`src/rtl/bomb_placement_controller_if.sv`:
```
// Handshake and board-output bundle for the bomb placement controller.
// The controller owns the master modport; the generator/board side uses the slave modport.
interface bomb_placement_controller_if;
    logic        start;
    logic [5:0]  num_bombs;
    logic        rnd_valid;
    logic [2:0]  rnd_row;
    logic [2:0]  rnd_col;
    logic        rnd_ready;
    logic        place_we;
    logic [2:0]  place_row;
    logic [2:0]  place_col;
    logic        cnt_we;
    logic [2:0]  cnt_row;
    logic [2:0]  cnt_col;
    logic [3:0]  cnt_value;
    logic        cnt_is_bomb;
    logic [63:0] bomb_map;
    logic [5:0]  bombs_placed;
    logic        busy;
    logic        done;

    modport master (
        input  start, num_bombs, rnd_valid, rnd_row, rnd_col,
        output rnd_ready, place_we, place_row, place_col,
        output cnt_we, cnt_row, cnt_col, cnt_value, cnt_is_bomb,
        output bomb_map, bombs_placed, busy, done
    );

    modport slave (
        output start, num_bombs, rnd_valid, rnd_row, rnd_col,
        input  rnd_ready, place_we, place_row, place_col,
        input  cnt_we, cnt_row, cnt_col, cnt_value, cnt_is_bomb,
        input  bomb_map, bombs_placed, busy, done
    );
endinterface

```
`src/rtl/bomb_placement_controller.sv`:
```
// Builds an 8x8 minesweeper board: places distinct random bombs, then streams
// every cell's adjacent-bomb count in row-major order.
module bomb_placement_controller #(
    parameter int unsigned MAX_BOMBS = 20
) (
    input logic                          clk,
    input logic                          reset,
    bomb_placement_controller_if.master  bus
);

    typedef enum logic [1:0] {StIdle, StPlace, StCount, StFinish} state_e;

    localparam logic [5:0] MaxBombsW = 6'(MAX_BOMBS);

    state_e     state_q;
    logic [5:0] target_q;
    logic [5:0] scan_q;

    logic [5:0] start_target;
    logic [5:0] rnd_idx;
    logic [3:0] scan_count;

    // Off-grid neighbours are skipped, so edges and corners never wrap.
    function automatic logic [3:0] nbr_count(input logic [63:0] map, input logic [5:0] idx);
        logic [3:0] sum;
        int         r;
        int         c;
        sum = '0;
        for (int dr = -1; dr <= 1; dr++) begin
            for (int dc = -1; dc <= 1; dc++) begin
                r = int'(idx[5:3]) + dr;
                c = int'(idx[2:0]) + dc;
                if ((dr != 0 || dc != 0) && r >= 0 && r < 8 && c >= 0 && c < 8) begin
                    sum = sum + 4'(map[6'(r * 8 + c)]);
                end
            end
        end
        return sum;
    endfunction

    always_comb begin
        start_target = (bus.num_bombs > MaxBombsW) ? MaxBombsW : bus.num_bombs;
        rnd_idx      = {bus.rnd_row, bus.rnd_col};
        scan_count   = nbr_count(bus.bomb_map, scan_q);
    end

    always_ff @(posedge clk or posedge reset) begin
        if (reset) begin
            state_q          <= StIdle;
            target_q         <= '0;
            scan_q           <= '0;
            bus.rnd_ready    <= 1'b0;
            bus.place_we     <= 1'b0;
            bus.place_row    <= '0;
            bus.place_col    <= '0;
            bus.cnt_we       <= 1'b0;
            bus.cnt_row      <= '0;
            bus.cnt_col      <= '0;
            bus.cnt_value    <= '0;
            bus.cnt_is_bomb  <= 1'b0;
            bus.bomb_map     <= '0;
            bus.bombs_placed <= '0;
            bus.busy         <= 1'b0;
            bus.done         <= 1'b0;
        end else begin
            bus.place_we <= 1'b0;
            bus.done     <= 1'b0;
            case (state_q)
                StIdle: begin
                    if (bus.start) begin
                        target_q         <= start_target;
                        scan_q           <= '0;
                        bus.bomb_map     <= '0;
                        bus.bombs_placed <= '0;
                        bus.busy         <= 1'b1;
                        if (start_target == 6'd0) begin
                            state_q <= StCount;
                        end else begin
                            state_q       <= StPlace;
                            bus.rnd_ready <= 1'b1;
                        end
                    end
                end
                StPlace: begin
                    if (bus.rnd_valid && bus.rnd_ready && !bus.bomb_map[rnd_idx]) begin
                        bus.bomb_map[rnd_idx] <= 1'b1;
                        bus.place_we          <= 1'b1;
                        bus.place_row         <= bus.rnd_row;
                        bus.place_col         <= bus.rnd_col;
                        bus.bombs_placed      <= bus.bombs_placed + 6'd1;
                        if (bus.bombs_placed + 6'd1 == target_q) begin
                            bus.rnd_ready <= 1'b0;
                            state_q       <= StCount;
                        end
                    end
                end
                StCount: begin
                    // Leave only after cell (7,7) has been presented for one cycle.
                    if (bus.cnt_we && {bus.cnt_row, bus.cnt_col} == 6'd63) begin
                        bus.cnt_we <= 1'b0;
                        bus.done   <= 1'b1;
                        state_q    <= StFinish;
                    end else begin
                        bus.cnt_we      <= 1'b1;
                        bus.cnt_row     <= scan_q[5:3];
                        bus.cnt_col     <= scan_q[2:0];
                        bus.cnt_value   <= scan_count;
                        bus.cnt_is_bomb <= bus.bomb_map[scan_q];
                        scan_q          <= scan_q + 6'd1;
                    end
                end
                StFinish: begin
                    bus.busy <= 1'b0;
                    state_q  <= StIdle;
                end
                default: state_q <= StIdle;
            endcase
        end
    end

endmodule

```
`src/flat_wrapper.sv`:
```
// flat-port wrapper written by rule: the top's interface ports become plain ports
module bomb_placement_controller_flat 
#(
    parameter int unsigned MAX_BOMBS = 20
)
  (clk, reset, bus_start, bus_num_bombs, bus_rnd_valid, bus_rnd_row, bus_rnd_col, bus_rnd_ready, bus_place_we, bus_place_row, bus_place_col, bus_cnt_we, bus_cnt_row, bus_cnt_col, bus_cnt_value, bus_cnt_is_bomb, bus_bomb_map, bus_bombs_placed, bus_busy, bus_done);
  bomb_placement_controller_if bus_i ();
  input logic clk;
  input logic reset;
  input wire logic [$bits(bus_i.start)-1:0] bus_start;
  input wire logic [$bits(bus_i.num_bombs)-1:0] bus_num_bombs;
  input wire logic [$bits(bus_i.rnd_valid)-1:0] bus_rnd_valid;
  input wire logic [$bits(bus_i.rnd_row)-1:0] bus_rnd_row;
  input wire logic [$bits(bus_i.rnd_col)-1:0] bus_rnd_col;
  output wire logic [$bits(bus_i.rnd_ready)-1:0] bus_rnd_ready;
  output wire logic [$bits(bus_i.place_we)-1:0] bus_place_we;
  output wire logic [$bits(bus_i.place_row)-1:0] bus_place_row;
  output wire logic [$bits(bus_i.place_col)-1:0] bus_place_col;
  output wire logic [$bits(bus_i.cnt_we)-1:0] bus_cnt_we;
  output wire logic [$bits(bus_i.cnt_row)-1:0] bus_cnt_row;
  output wire logic [$bits(bus_i.cnt_col)-1:0] bus_cnt_col;
  output wire logic [$bits(bus_i.cnt_value)-1:0] bus_cnt_value;
  output wire logic [$bits(bus_i.cnt_is_bomb)-1:0] bus_cnt_is_bomb;
  output wire logic [$bits(bus_i.bomb_map)-1:0] bus_bomb_map;
  output wire logic [$bits(bus_i.bombs_placed)-1:0] bus_bombs_placed;
  output wire logic [$bits(bus_i.busy)-1:0] bus_busy;
  output wire logic [$bits(bus_i.done)-1:0] bus_done;
  assign bus_i.start = bus_start;
  assign bus_i.num_bombs = bus_num_bombs;
  assign bus_i.rnd_valid = bus_rnd_valid;
  assign bus_i.rnd_row = bus_rnd_row;
  assign bus_i.rnd_col = bus_rnd_col;
  assign bus_rnd_ready = bus_i.rnd_ready;
  assign bus_place_we = bus_i.place_we;
  assign bus_place_row = bus_i.place_row;
  assign bus_place_col = bus_i.place_col;
  assign bus_cnt_we = bus_i.cnt_we;
  assign bus_cnt_row = bus_i.cnt_row;
  assign bus_cnt_col = bus_i.cnt_col;
  assign bus_cnt_value = bus_i.cnt_value;
  assign bus_cnt_is_bomb = bus_i.cnt_is_bomb;
  assign bus_bomb_map = bus_i.bomb_map;
  assign bus_bombs_placed = bus_i.bombs_placed;
  assign bus_busy = bus_i.busy;
  assign bus_done = bus_i.done;
  bomb_placement_controller #(.MAX_BOMBS(MAX_BOMBS)) u_core (.clk(clk), .reset(reset), .bus(bus_i));
endmodule
```
`config.mk`:
```
export PLATFORM = sky130hd
export DESIGN_NAME = bomb_placement_controller_flat
export DESIGN_NICKNAME = d
export VERILOG_FILES = /design/src/rtl/bomb_placement_controller_if.sv /design/src/rtl/bomb_placement_controller.sv /design/src/flat_wrapper.sv
export SDC_FILE = /design/constraint.sdc
export NUM_CORES = 1
export LEC_CHECK = 0
export CAP_MARGIN = 15
export CORE_MARGIN = 3
export CORE_UTILIZATION = 51
export CTS_BUF_LIST = sky130_fd_sc_hd__clkbuf_16
export DETAILED_ROUTE_END_ITERATION = 6
export GPL_TIMING_DRIVEN = 0
export PLACE_DENSITY = 0.87
export SLEW_MARGIN = 20
export SYNTH_ARGS = -nofsm -noshare
export SYNTH_HDL_FRONTEND = slang
export SYNTH_SLANG_ARGS = --single-unit
```
`constraint.sdc`:
```
create_clock -name clk -period 7.2 [get_ports clk]
set_input_delay 0.72 -clock clk [delete_from_list [all_inputs] [get_ports clk]]
set_output_delay 0.72 -clock clk [all_outputs]
set_load 0.1 [all_outputs]
```
==> metrics.md <==
| Metric | Value |
|---|---|
| Synth top area share | roughly a third |
| Top area cells in the synthesized netlist | dfrtp_1, mux4_2, mux2i_1, a22o_1, ha_1 |
| Highest clock rate | around 140 MHz |
| Worst Skew | 0.00598 ns |
| Nets | 882 |
| Iteration-0 DRC Markers | 665 |
| Asr flop ratio synth | 100% |
| Core ar. | 14600 um2 |
| Buf/Inv on CP | 2 |
| Post-layout min period | 6.94 ns |
| Drt via density | approximately 6.7 |
| Diodes inserted | 0 |
| Chip Width | 128 um |
| Final setup vio count | 0 |
| Max IR drop VDD | 0.158 mV |
| Startpoint types | flop |
| CP Max Fanout | 4 |
| Final Max Slew Viols | 0 |
| Most common cell in the netlist | dfrtp_1 |
| Register area share after synthesis | 34.8% |
| Die footprint | between 15000 and 20000 um2 |
| Grt total ovfl | 0 |
| Status | finished clean |
| Detailed Place HPWL | 17.1 mm |
| Mapped Area | 7630 um2 |
| CTS max path bufs | 2 |
| DRC | 0 |
| Layout cells sized above 1 | 19.3% |
| Skew-Pair Late Insertion Delay | roughly 0.35 ns |
| Design Area, Final | a little under 10000 um2 |
| CTS Sinks | 106 |
| Initial Util | 52.3% |
| Lkg Pwr | 3.90 nW |
| Hold Path Class | flop to flop |
| Register bit total from synthesis | about 110 |
| Hold_buf cts | 0 |
| Post-Synthesis Cells | between 700 and 800 |
| Final ANT Viol Nets | 0 |
| Worst hold start | u_core.bus.cnt_value[1] |
| Ys Warns | 0 |
| Routed len/inst | about 23 um |
| Period utilization | a little over nine tenths |
| Max Cap Viol | 0 |
| Clock-pin slew of the registers on the worst-case setup and hold paths | around 0.070 ns |
| Post-synth top area cell | dfrtp_1 |
| Count of cell types in the netlist | 54 |
| Crit path top cell by count | ha_1 |
| Number of synthesized flops with an enable pin | 0 |
| Vias | 6870 |
| Global-route usage over all layers | 28.5% |
| Drt total wl | around 24 mm |
| Delay-heaviest family, CP | adder cells |
| Syn Nets | around 750 |
| Commonest cells in the synthesized netlist | dfrtp_1, mux2i_1, nand2_1 |
| Fin. Hold Viols | 0 |
| Slowest CP cell | mux4_2 |
| WP data arrival | 7.16 ns |
| Cell Area, Placed | 8940 um2 |
| Ports | 108 |
| Area delta synth->final | 25.9% |
| Mapped Avg Cell Area | 10.9 um2 |
| CTS tree | yes |
| WS Path Type | flop to flop |
| Row count | 44 |
| CP max stage delay | 0.52 ns |
| Vert. Die Dim | 128 um |
| Initial antenna violation count | 0 |
| Pwr/cell area | about 120 nW/um2 |
| Worst-margin pin slew | about 1.1 ns |
| Number of buffers created by CTS | 9 |
| Largest net degree at the start of global routing | 70 |
| WP data required | 7.42 ns |
| Ys flop type | dfrtp_1 |
| Vias in the first global route | 6666 |
| CTS HTree Levels | 3 |
| Tot Pwr | 1.17 mW |
| First-pass GRT wire length | between 30 and 40 mm |
| DRT Pass-1 Iters | 6 |
| Critical Path Sink Type | flop |
| Root Driver | clkbuf_16 |
| Origin of the critical flop-to-flop path | u_core.scan_q[1] |
| Input/output buffers | just over 100 |
| Slew margin rel. | 25.1% |
| CP startpoint | u_core.scan_q[1] |
| Placer Congestion | 0.979 |
==> worst paths after layout <==
check | end | slack (ns) | depth (start not counted)
max | u_core.bus.cnt_value[2] | 0.26 | 29
min | u_core.bus.cnt_value[1] | 0.49 | 2
max reg2reg | u_core.bus.cnt_value[2] | 0.26 | 29
min reg2reg | u_core.bus.cnt_value[1] | 0.49 | 2
max in group asynchronous | u_core.scan_q[4] | 5.76 | 3
min in group asynchronous | u_core.bus.bomb_map[6] | 0.75 | 2
==> flip-flops by register name, indices dropped and copies added (netlist names) <==
| signal | count |
|---|---|
| u_core.bus.bomb_map | 64 |
| u_core.bus.bombs_placed | 6 |
| u_core.bus.busy | 1 |
| u_core.bus.cnt_col | 3 |
| u_core.bus.cnt_is_bomb | 1 |
| u_core.bus.cnt_row | 3 |
| u_core.bus.cnt_value | 4 |
| u_core.bus.cnt_we | 1 |
| u_core.bus.done | 1 |
| u_core.bus.place_col | 3 |
| u_core.bus.place_row | 3 |
| u_core.bus.place_we | 1 |
| u_core.bus.rnd_ready | 1 |
| u_core.scan_q | 6 |
| u_core.state_q | 2 |
| u_core.target_q | 6 |
==> power breakdown <==
| part | internal (mW) | total, mW | switching [mW] | leakage [nW] |
|---|---|---|---|---|
| clock network | 0.301 | 0.517 | 0.216 | 0.151 |
| logic | 0.0187 | 0.0621 | 0.0434 | 2.30 |
| registers | 0.595 | 0.595 | 0 | 1.45 |
==> worst min-delay path, cell delays in order, from the launching register on <==
cell,delay [ns]
dfrtp_1,0.35
nand2_1,0.05
o21ai_0,0.06
==> metrics by stage <==
stage               utilization [%]  setup slack (ns)  setup TNS [ns]  hold slack (ns)  instances
global placement               61.0            -0.592          -0.978            0.465        988
global route                   65.8           -0.0388         -0.0388            0.544       1022
CTS                            64.2            0.0105               0            0.487       1005
finish                         65.8             0.259               0            0.488       1022
detailed placement             61.3            -0.831           -1.81            0.472        989
floorplan                         -           0.00685               0            0.474        701
==> placed cells by master, fill, tap and decap left out, types with 4 or more instances in the layout <==
cell type | synthesis | layout
a22oi_1 | 7 | 7
nand2b_1 | 9 | 9
o31ai_1 | 16 | 16
nor3_4 | 4 | 4
and2_1 | 5 | 5
dfrtp_1 | 106 | 102
dfrtp_2 | 0 | 4
nand3b_1 | 5 | 5
clkbuf_1 | 24 | 15
nand3_1 | 22 | 22
xor2_1 | 9 | 8
mux2_2 | 15 | 14
mux4_2 | 45 | 45
clkbuf_16 | 0 | 9
nor2_1 | 30 | 28
ha_1 | 29 | 23
xnor2_1 | 19 | 17
ha_4 | 0 | 4
nand4_1 | 8 | 8
buf_2 | 12 | 10
o21ai_0 | 31 | 28
nor3_1 | 12 | 8
clkdlybuf4s50_1 | 0 | 103
nor3_2 | 0 | 4
nand2_1 | 67 | 67
nor2b_1 | 7 | 7
a22o_1 | 52 | 52
buf_4 | 1 | 26
a21oi_1 | 12 | 12
inv_1 | 19 | 16
mux2i_1 | 79 | 77
o211ai_1 | 5 | 5
==> metal layers <==
metal | vias up | track usage [%] | routed length, um
met1 | 3366 | 37.5 | 8840
met4 | 0 | 16.0 | 1320
li1 | 2930 | - | -
met2 | 467 | 44.3 | 11300
met3 | 107 | 5.63 | 2360
met5 | - | 0 | 0
==> layout make-up <==
| class | instances | area [um2] |
|---|---|---|
| Fill cell | 1013 | 4980 |
| Multi-Input combinational cell | 531 | 4860 |
| Sequential cell | 106 | 2660 |
| Timing Repair Buffer | 128 | 1240 |
| Buffer | 38 | 230 |
| Tap cell | 184 | 230 |
| Clock buffer | 9 | 225 |
| Inverter | 20 | 83.8 |
| Clock inverter | 6 | 81.3 |
==> kinds of logic (layout without fill, tap and decap cells) <==
kind of cell	count (synthesis)	in the layout	synth area share, %
xor+xnor	29	29	3.51
simple gates	185	185	12.5
buf+inv	64	201	3.49
fa+ha+maj	32	32	5.54
flops	106	106	34.8
compound gates	144	144	14.0
mux	141	141	26.2
==> what timing repair did <==
item	4_1_cts	5_1_grt
resized for setup	26	32
endpoints found under the setup margin	4	2
setup buffers	7	17
pin swaps	2	12
(Power assumes the default switching activity.)
